`src/rtl/spi_flash_responder.sv`:
```
// spi_flash_responder: SPI mode-0 serial-flash read responder backed by a 32-bit word memory.
// Serves READ (0x03) from a one-word buffer with next-word prefetch; other commands are ignored.
// Optional feature macro: SPI_FLASH_RESPONDER_FAST_READ_EN adds FAST READ (0x0B) with 8 dummy clocks.
module spi_flash_responder #(
  parameter int unsigned ADDR_BITS   = 24,
  parameter int unsigned SYNC_STAGES = 2
) (
  input  logic                 clk,
  input  logic                 rst,
  input  logic                 flash_csb,
  input  logic                 flash_clk,
  input  logic                 flash_io0_di,
  output logic                 flash_io1_do,
  output logic                 flash_io1_oe,
  output logic                 mem_valid,
  input  logic                 mem_ready,
  output logic [ADDR_BITS-1:0] mem_addr,
  input  logic [31:0]          mem_rdata
);

  localparam int unsigned WADDR_W = ADDR_BITS - 2;
  localparam int unsigned CNT_W   = $clog2(ADDR_BITS + 9);
  localparam logic [7:0]  CMD_READ = 8'h03;
`ifdef SPI_FLASH_RESPONDER_FAST_READ_EN
  localparam logic [7:0]  CMD_FAST_READ = 8'h0B;

  typedef enum logic [2:0] {IDLE, CMD, ADDR, DUMMY, DATA, IGNORE} state_t;
`else
  typedef enum logic [2:0] {IDLE, CMD, ADDR, DATA, IGNORE} state_t;
`endif

  state_t state;

  logic [SYNC_STAGES-1:0] csb_sync;
  logic [SYNC_STAGES-1:0] sck_sync;
  logic [SYNC_STAGES-1:0] di_sync;
  logic                   csb_q;
  logic                   sck_q;

  logic [CNT_W-1:0]     bit_cnt;
  logic [6:0]           cmd_sr;
  logic [ADDR_BITS-2:0] addr_sr;
  logic [ADDR_BITS-1:0] byte_addr;
  logic [6:0]           tx_sr;
  logic                 fetch_go;
  logic [WADDR_W-1:0]   fetch_waddr;
`ifdef SPI_FLASH_RESPONDER_FAST_READ_EN
  logic                 fast;
`endif

  logic                 fetch_pend;
  logic [WADDR_W-1:0]   pend_waddr;
  logic                 discard;
  logic                 buf_valid;
  logic [WADDR_W-1:0]   buf_tag;
  logic [31:0]          buf_word;

  logic                 csb_s;
  logic                 sck_s;
  logic                 di_s;
  logic                 csb_fall_c;
  logic                 csb_rise_c;
  logic                 sck_rise_c;
  logic                 sck_fall_c;
  logic [7:0]           cmd_next_c;
  logic [ADDR_BITS-1:0] addr_next_c;
  logic [ADDR_BITS-1:0] addr_inc_c;
  logic                 buf_hit_c;
  logic [7:0]           load_byte_c;

  // Synchronizers for the SPI pins plus one extra stage for edge detection
  always_ff @(posedge clk or negedge rst) begin
    if (!rst) begin
      csb_sync <= '1;
      sck_sync <= '0;
      di_sync  <= '0;
      csb_q    <= 1'b1;
      sck_q    <= 1'b0;
    end else begin
      csb_sync <= SYNC_STAGES'({csb_sync, flash_csb});
      sck_sync <= SYNC_STAGES'({sck_sync, flash_clk});
      di_sync  <= SYNC_STAGES'({di_sync, flash_io0_di});
      csb_q    <= csb_s;
      sck_q    <= sck_s;
    end
  end

  // Edge strobes, shift-register next values and the byte to present next
  always_comb begin
    csb_s       = csb_sync[SYNC_STAGES-1];
    sck_s       = sck_sync[SYNC_STAGES-1];
    di_s        = di_sync[SYNC_STAGES-1];
    csb_fall_c  = csb_q & ~csb_s;
    csb_rise_c  = ~csb_q & csb_s;
    sck_rise_c  = ~sck_q & sck_s;
    sck_fall_c  = sck_q & ~sck_s;
    cmd_next_c  = {cmd_sr, di_s};
    addr_next_c = {addr_sr, di_s};
    addr_inc_c  = byte_addr + ADDR_BITS'(1);
    buf_hit_c   = buf_valid && (buf_tag == byte_addr[ADDR_BITS-1:2]);
    load_byte_c = buf_hit_c ? 8'(buf_word >> {byte_addr[1:0], 3'b000}) : 8'hFF;
  end

  // Protocol FSM: command/address decode and MISO shifting
  always_ff @(posedge clk or negedge rst) begin
    if (!rst) begin
      state        <= IDLE;
      bit_cnt      <= '0;
      cmd_sr       <= '0;
      addr_sr      <= '0;
      byte_addr    <= '0;
      tx_sr        <= '0;
      fetch_go     <= 1'b0;
      fetch_waddr  <= '0;
      flash_io1_do <= 1'b0;
      flash_io1_oe <= 1'b0;
`ifdef SPI_FLASH_RESPONDER_FAST_READ_EN
      fast         <= 1'b0;
`endif
    end else begin
      fetch_go <= 1'b0;
      if (csb_rise_c) begin
        state        <= IDLE;
        flash_io1_oe <= 1'b0;
        flash_io1_do <= 1'b0;
      end else begin
        case (state)
          IDLE: begin
            if (csb_fall_c) begin
              state   <= CMD;
              bit_cnt <= '0;
            end
          end
          CMD: begin
            if (sck_rise_c) begin
              cmd_sr <= cmd_next_c[6:0];
              if (bit_cnt == CNT_W'(7)) begin
                bit_cnt <= '0;
`ifdef SPI_FLASH_RESPONDER_FAST_READ_EN
                fast    <= (cmd_next_c == CMD_FAST_READ);
                if (cmd_next_c == CMD_READ || cmd_next_c == CMD_FAST_READ) state <= ADDR;
                else state <= IGNORE;
`else
                if (cmd_next_c == CMD_READ) state <= ADDR;
                else state <= IGNORE;
`endif
              end else begin
                bit_cnt <= bit_cnt + CNT_W'(1);
              end
            end
          end
          ADDR: begin
            if (sck_rise_c) begin
              addr_sr <= addr_next_c[ADDR_BITS-2:0];
              if (bit_cnt == CNT_W'(ADDR_BITS - 1)) begin
                bit_cnt     <= '0;
                byte_addr   <= addr_next_c;
                fetch_go    <= 1'b1;
                fetch_waddr <= addr_next_c[ADDR_BITS-1:2];
`ifdef SPI_FLASH_RESPONDER_FAST_READ_EN
                if (fast) begin
                  state <= DUMMY;
                end else begin
                  state        <= DATA;
                  flash_io1_oe <= 1'b1;
                end
`else
                state        <= DATA;
                flash_io1_oe <= 1'b1;
`endif
              end else begin
                bit_cnt <= bit_cnt + CNT_W'(1);
              end
            end
          end
`ifdef SPI_FLASH_RESPONDER_FAST_READ_EN
          DUMMY: begin
            if (sck_rise_c) begin
              if (bit_cnt == CNT_W'(7)) begin
                bit_cnt      <= '0;
                state        <= DATA;
                flash_io1_oe <= 1'b1;
              end else begin
                bit_cnt <= bit_cnt + CNT_W'(1);
              end
            end
          end
`endif
          DATA: begin
            if (sck_fall_c) begin
              if (bit_cnt == '0) begin
                // New byte: present MSB now, underrun yields 0xFF, prefetch on word crossing
                flash_io1_do <= load_byte_c[7];
                tx_sr        <= load_byte_c[6:0];
                byte_addr    <= addr_inc_c;
                if (byte_addr[1:0] == 2'b11) begin
                  fetch_go    <= 1'b1;
                  fetch_waddr <= addr_inc_c[ADDR_BITS-1:2];
                end
              end else begin
                flash_io1_do <= tx_sr[6];
                tx_sr        <= {tx_sr[5:0], 1'b0};
              end
              bit_cnt <= (bit_cnt == CNT_W'(7)) ? '0 : bit_cnt + CNT_W'(1);
            end
          end
          IGNORE: begin
            state <= IGNORE;
          end
          default: begin
            state <= IDLE;
          end
        endcase
      end
    end
  end

  // Backing-memory handshake and one-word read buffer; stale responses are dropped
  always_ff @(posedge clk or negedge rst) begin
    if (!rst) begin
      mem_valid  <= 1'b0;
      mem_addr   <= '0;
      fetch_pend <= 1'b0;
      pend_waddr <= '0;
      discard    <= 1'b0;
      buf_valid  <= 1'b0;
      buf_tag    <= '0;
      buf_word   <= '0;
    end else begin
      if (mem_valid) begin
        if (mem_ready) begin
          mem_valid <= 1'b0;
          discard   <= 1'b0;
          if (!discard) begin
            buf_valid <= 1'b1;
            buf_tag   <= mem_addr[ADDR_BITS-1:2];
            buf_word  <= mem_rdata;
          end
        end
      end else if (fetch_pend && !csb_rise_c) begin
        mem_valid  <= 1'b1;
        mem_addr   <= {pend_waddr, 2'b00};
        fetch_pend <= 1'b0;
      end
      if (fetch_go) begin
        fetch_pend <= 1'b1;
        pend_waddr <= fetch_waddr;
      end
      if (csb_rise_c) begin
        fetch_pend <= 1'b0;
        buf_valid  <= 1'b0;
        if (mem_valid && !mem_ready) discard <= 1'b1;
      end
    end
  end

endmodule

```
`config.mk`:
```
export PLATFORM = sky130hd
export DESIGN_NAME = spi_flash_responder
export DESIGN_NICKNAME = d
export VERILOG_FILES = /design/src/rtl/spi_flash_responder.sv
export SDC_FILE = /design/constraint.sdc
export NUM_CORES = 1
export LEC_CHECK = 0
export CAP_MARGIN = 30
export CORE_UTILIZATION = 50
export CTS_CLUSTER_SIZE = 12
export DETAILED_ROUTE_END_ITERATION = 6
export HOLD_SLACK_MARGIN = 0.1
export PLACE_DENSITY = 0.69
export SLEW_MARGIN = 40
export SYNTH_ARGS = -nofsm -noshare
export SYNTH_HDL_FRONTEND = slang
export SYNTH_SLANG_ARGS = --single-unit
```
`constraint.sdc`:
```
create_clock -name clk -period 6.44 [get_ports clk]
set_clock_uncertainty 0.05 [all_clocks]
set_input_delay 0.966 -clock clk [delete_from_list [all_inputs] [get_ports clk]]
set_output_delay 0.966 -clock clk [all_outputs]
set_load 0.005 [all_outputs]
```
==> results.toml <==
[run_status]
status = "finished with violations"
violations = "DRC"

[synth]
asyncSetResetFlopFracSynth_pct = 100.0
yosys-top-cells-area = "dfrtp_1 (54%), mux2_2 (16%), xnor2_1 (2.4%)"
syn_area_mm2 = 0.009397
yosysTopAreaCellShare_pct = 53.79
synth_edf_count = 0
synth-seq-cells = 205
synth_ff_type = "dfrtp_1"
synth_seq_area_share_pct = 54.63
yosys_warnings = 0
yosysUniqueCellTypes = 62
avgSynthCellArea_um2 = 12.06
yosysTopAreaCell = "dfrtp_1"
synthCells = 779

[place]
dp.final_hpwl_um = 12610
io_buffers = 62
dpl.cell_count = 1023
place_ws_ns = 3.677
place_congestion = 0.8904

[floorplanning]
io_pins = 65
dieHeight_um = 139.1
rows = 49
die_w_um = 139.1
core_area_mm2 = 0.01821
design.die.area_mm2 = 0.01934
initial_core_util_pct = 51.60

[setup_path]
critPathCaptureType = "flop"
cp.arrival_ns = 3.09
setup.worst_path.class = "reg2reg"
worstSetupStartpointType = "flop"
cp_max_fo = 12
cp_data_required_time_ns = 6.75
ff2ff_path_depth = 6

[grt]
gr-usage-met2_pct = 33.12
grt_use_met3_pct = 3.626
grt_usage_pct = 20.48
overflow = 0
grt_use_met1_pct = 27.96
grt_max_degree = 86
antenna_found_initial = 0
grt_pass1_vias = 6261
grt_pass1_wl_um = 31890
busiest_layer = "met2"

[timing]
rsz0062_at_grt = "false"
max_freq_ghz = 0.3601
finalSetupViolCount = 0
final.setup.worst_slack_ns = 3.663
hold_viol_final = 0
period_minus_slack_ns = 2.777
tns_ns = 0
fin_crit_sh_pct = 43.12
maxSlewViolCount = 0
max_slew_margin_pct = 45.75
worst_slew_pin_slew_ns = 0.8063

[clock_tree]
cts_buffers = 22
cts.reportedPaths.clkPinSlew_ns = 0.06
h-tree-depth = 1
clockBufferDepth = 3
clkLatencyLatePin_ns = 0.50
postCtsHoldBufs = 0
cts_tree = "done"
postCtsSetupBuffers = 0
cts_resized = 0
clock-root-buffer = "clkbuf_16"
numClockSinks = 205

[detailed_routing]
vias_per_cell = 5.794
routedWlPerCell_um = 17.67
drt_iter0_markers = 455
wirelength_um = 18730
drc_errors = 4
firstDrtPassIters = 7
ant_nets = 0
vias = 6142

[power_and_ir_drop]
vdd_drop_max_uv = 183.8
p_per_area_mw_per_mm2 = 276.1
leakage_nw = 5.025

[cells_and_area]
drive_above_1_share_pct = 23.35
nets = 861
area_growth_pct = 14.69
fin_cells = 1060
fillers = 1442
multi_input_area_mm2 = 0.003984
seq_area_mm2 = 0.005135
diodes = 0

[min_path]
hold_path.class = "reg2reg"
whs_path_depth = 0

[run]
maxCapViolations = 0
registers in the layout, indices dropped and copies added (netlist names), named ones only:
name,flops
addr_sr,23
bit_cnt,6
buf_tag,22
buf_valid,1
buf_word,32
byte_addr,24
cmd_sr,7
csb_q,1
csb_sync,2
di_sync,2
fetch_go,1
fetch_pend,1
fetch_waddr,22
flash_io1_do,1
flash_io1_oe,1
mem_addr,22
mem_valid,1
pend_waddr,22
sck_q,1
sck_sync,2
state,3
tx_sr,7
critical path, stage by stage (launching register included):
cell      delay (ns)
dfrtp_1         0.80
ha_1            0.41
nand4_1         0.28
nor4_4          0.59
a21oi_1         0.13
a211oi_1        0.27
o21ai_0         0.11
path summary, 6_finish.rpt:
check / from / endpoint / slack, ns
setup / recovery: byte_addr[0] / byte_addr[20] / 3.66
hold / removal: sck_sync[0] / sck_sync[1] / 0.30
max in group asynchronous: rst / fetch_go / 4.72
min in group asynchronous: rst / mem_addr[18] / 0.46
hold reg to reg: sck_sync[0] / sck_sync[1] / 0.30
setup reg to reg: byte_addr[0] / byte_addr[20] / 3.66
metrics by stage:
stage | hold WS [ns] | total power [mW] | utilization [%] | cell area, um2
finish | 0.2955 | 2.975 | 59.18 | 10780
global route | 0.3018 | 3.117 | 59.18 | 10780
CTS | 0.2974 | 3.004 | 59.18 | 10780
detailed placement | 0.2847 | 1.844 | 55.62 | 10130
global placement | 0.2867 | 1.816 | 55.50 | 10110
floorplan | 0.2812 | 1.712 | - | 9400
placed cells by master (no fill, tap or decap), drive strengths merged, types with 4 or more instances in the layout:
cell type / synthesis / final
a22o: 7 / 7
buf: 29 / 7
nand2: 52 / 52
dfrtp: 202 / 202
nand4: 17 / 17
o31ai: 24 / 24
a21oi: 26 / 26
nor2b: 9 / 9
nor2: 60 / 60
mux2i: 7 / 7
nor3b: 4 / 4
nor3: 6 / 6
inv: 11 / 11
mux2: 132 / 132
or2: 4 / 4
clkbuf: 26 / 37
a21o: 7 / 7
mux4: 8 / 8
ha: 5 / 5
o21ai: 21 / 21
xnor2: 26 / 26
nor4: 11 / 11
nand3: 21 / 21
o22a: 8 / 8
xor2: 8 / 8
a31oi: 8 / 8
and3: 5 / 5
clkdlybuf4s50: 0 / 61
report_power, final:
| part | total, mW | internal [mW] | switching [mW] |
|---|---|---|---|
| logic | 0.377 | 0.168 | 0.208 |
| registers | 1.45 | 1.35 | 0.0966 |
| clock network | 1.15 | 0.677 | 0.477 |
cells by family after synthesis:
| group | share of synthesized area [%] |
|---|---|
| other | 0.03991 |
| buffers and inverters | 3.236 |
| multiplexers | 18.48 |
| AND/OR/NAND/NOR | 11.41 |
| AO/OA/AOI/OAI | 8.362 |
| flip-flops | 54.63 |
| adder cells (fa/ha/maj) | 0.6658 |
| XOR/XNOR | 3.169 |
final cells by class:
class	instances	share of cell area (%)
clock buffers	36	5.979
clock inverters	1	0.04644
inverters	11	0.3831
multi-input cells	509	36.97
flip-flops and latches	205	47.65
well taps	229	2.659
repair buffers	69	6.316
metal layers:
| metal | part of all wire, % | wire, um |
|---|---|---|
| met1 | 45 | 8409 |
| met3 | 4.3 | 801 |
| met5 | 0 | 0 |
| met2 | 48 | 8959 |
| met4 | 3.0 | 555 |
synth_stat cells (2+ instances only):
cell,number
clkbuf_2,3
clkbuf_1,23
a31oi_1,8
ha_1,5
nand4_1,16
and3b_1,2
and2_1,3
buf_2,18
mux4_2,8
nor2b_1,9
a22o_1,7
a31o_2,2
buf_4,6
nand2_1,52
nor2_1,60
o31ai_1,24
xor2_1,8
a21oi_1,26
nand3b_1,3
nor4_4,3
nor3b_1,4
o22a_1,8
nand2b_1,2
o21ai_0,21
mux2i_1,7
xnor2_1,26
mux2_2,132
inv_1,11
nor4_1,7
dfstp_2,3
dfrtp_1,202
nor3_1,6
buf_1,4
nand3_1,20
a21o_1,7
or2_2,2
o22ai_1,2
and3_1,5
No activity file was read; power rests on OpenSTA's default activity.
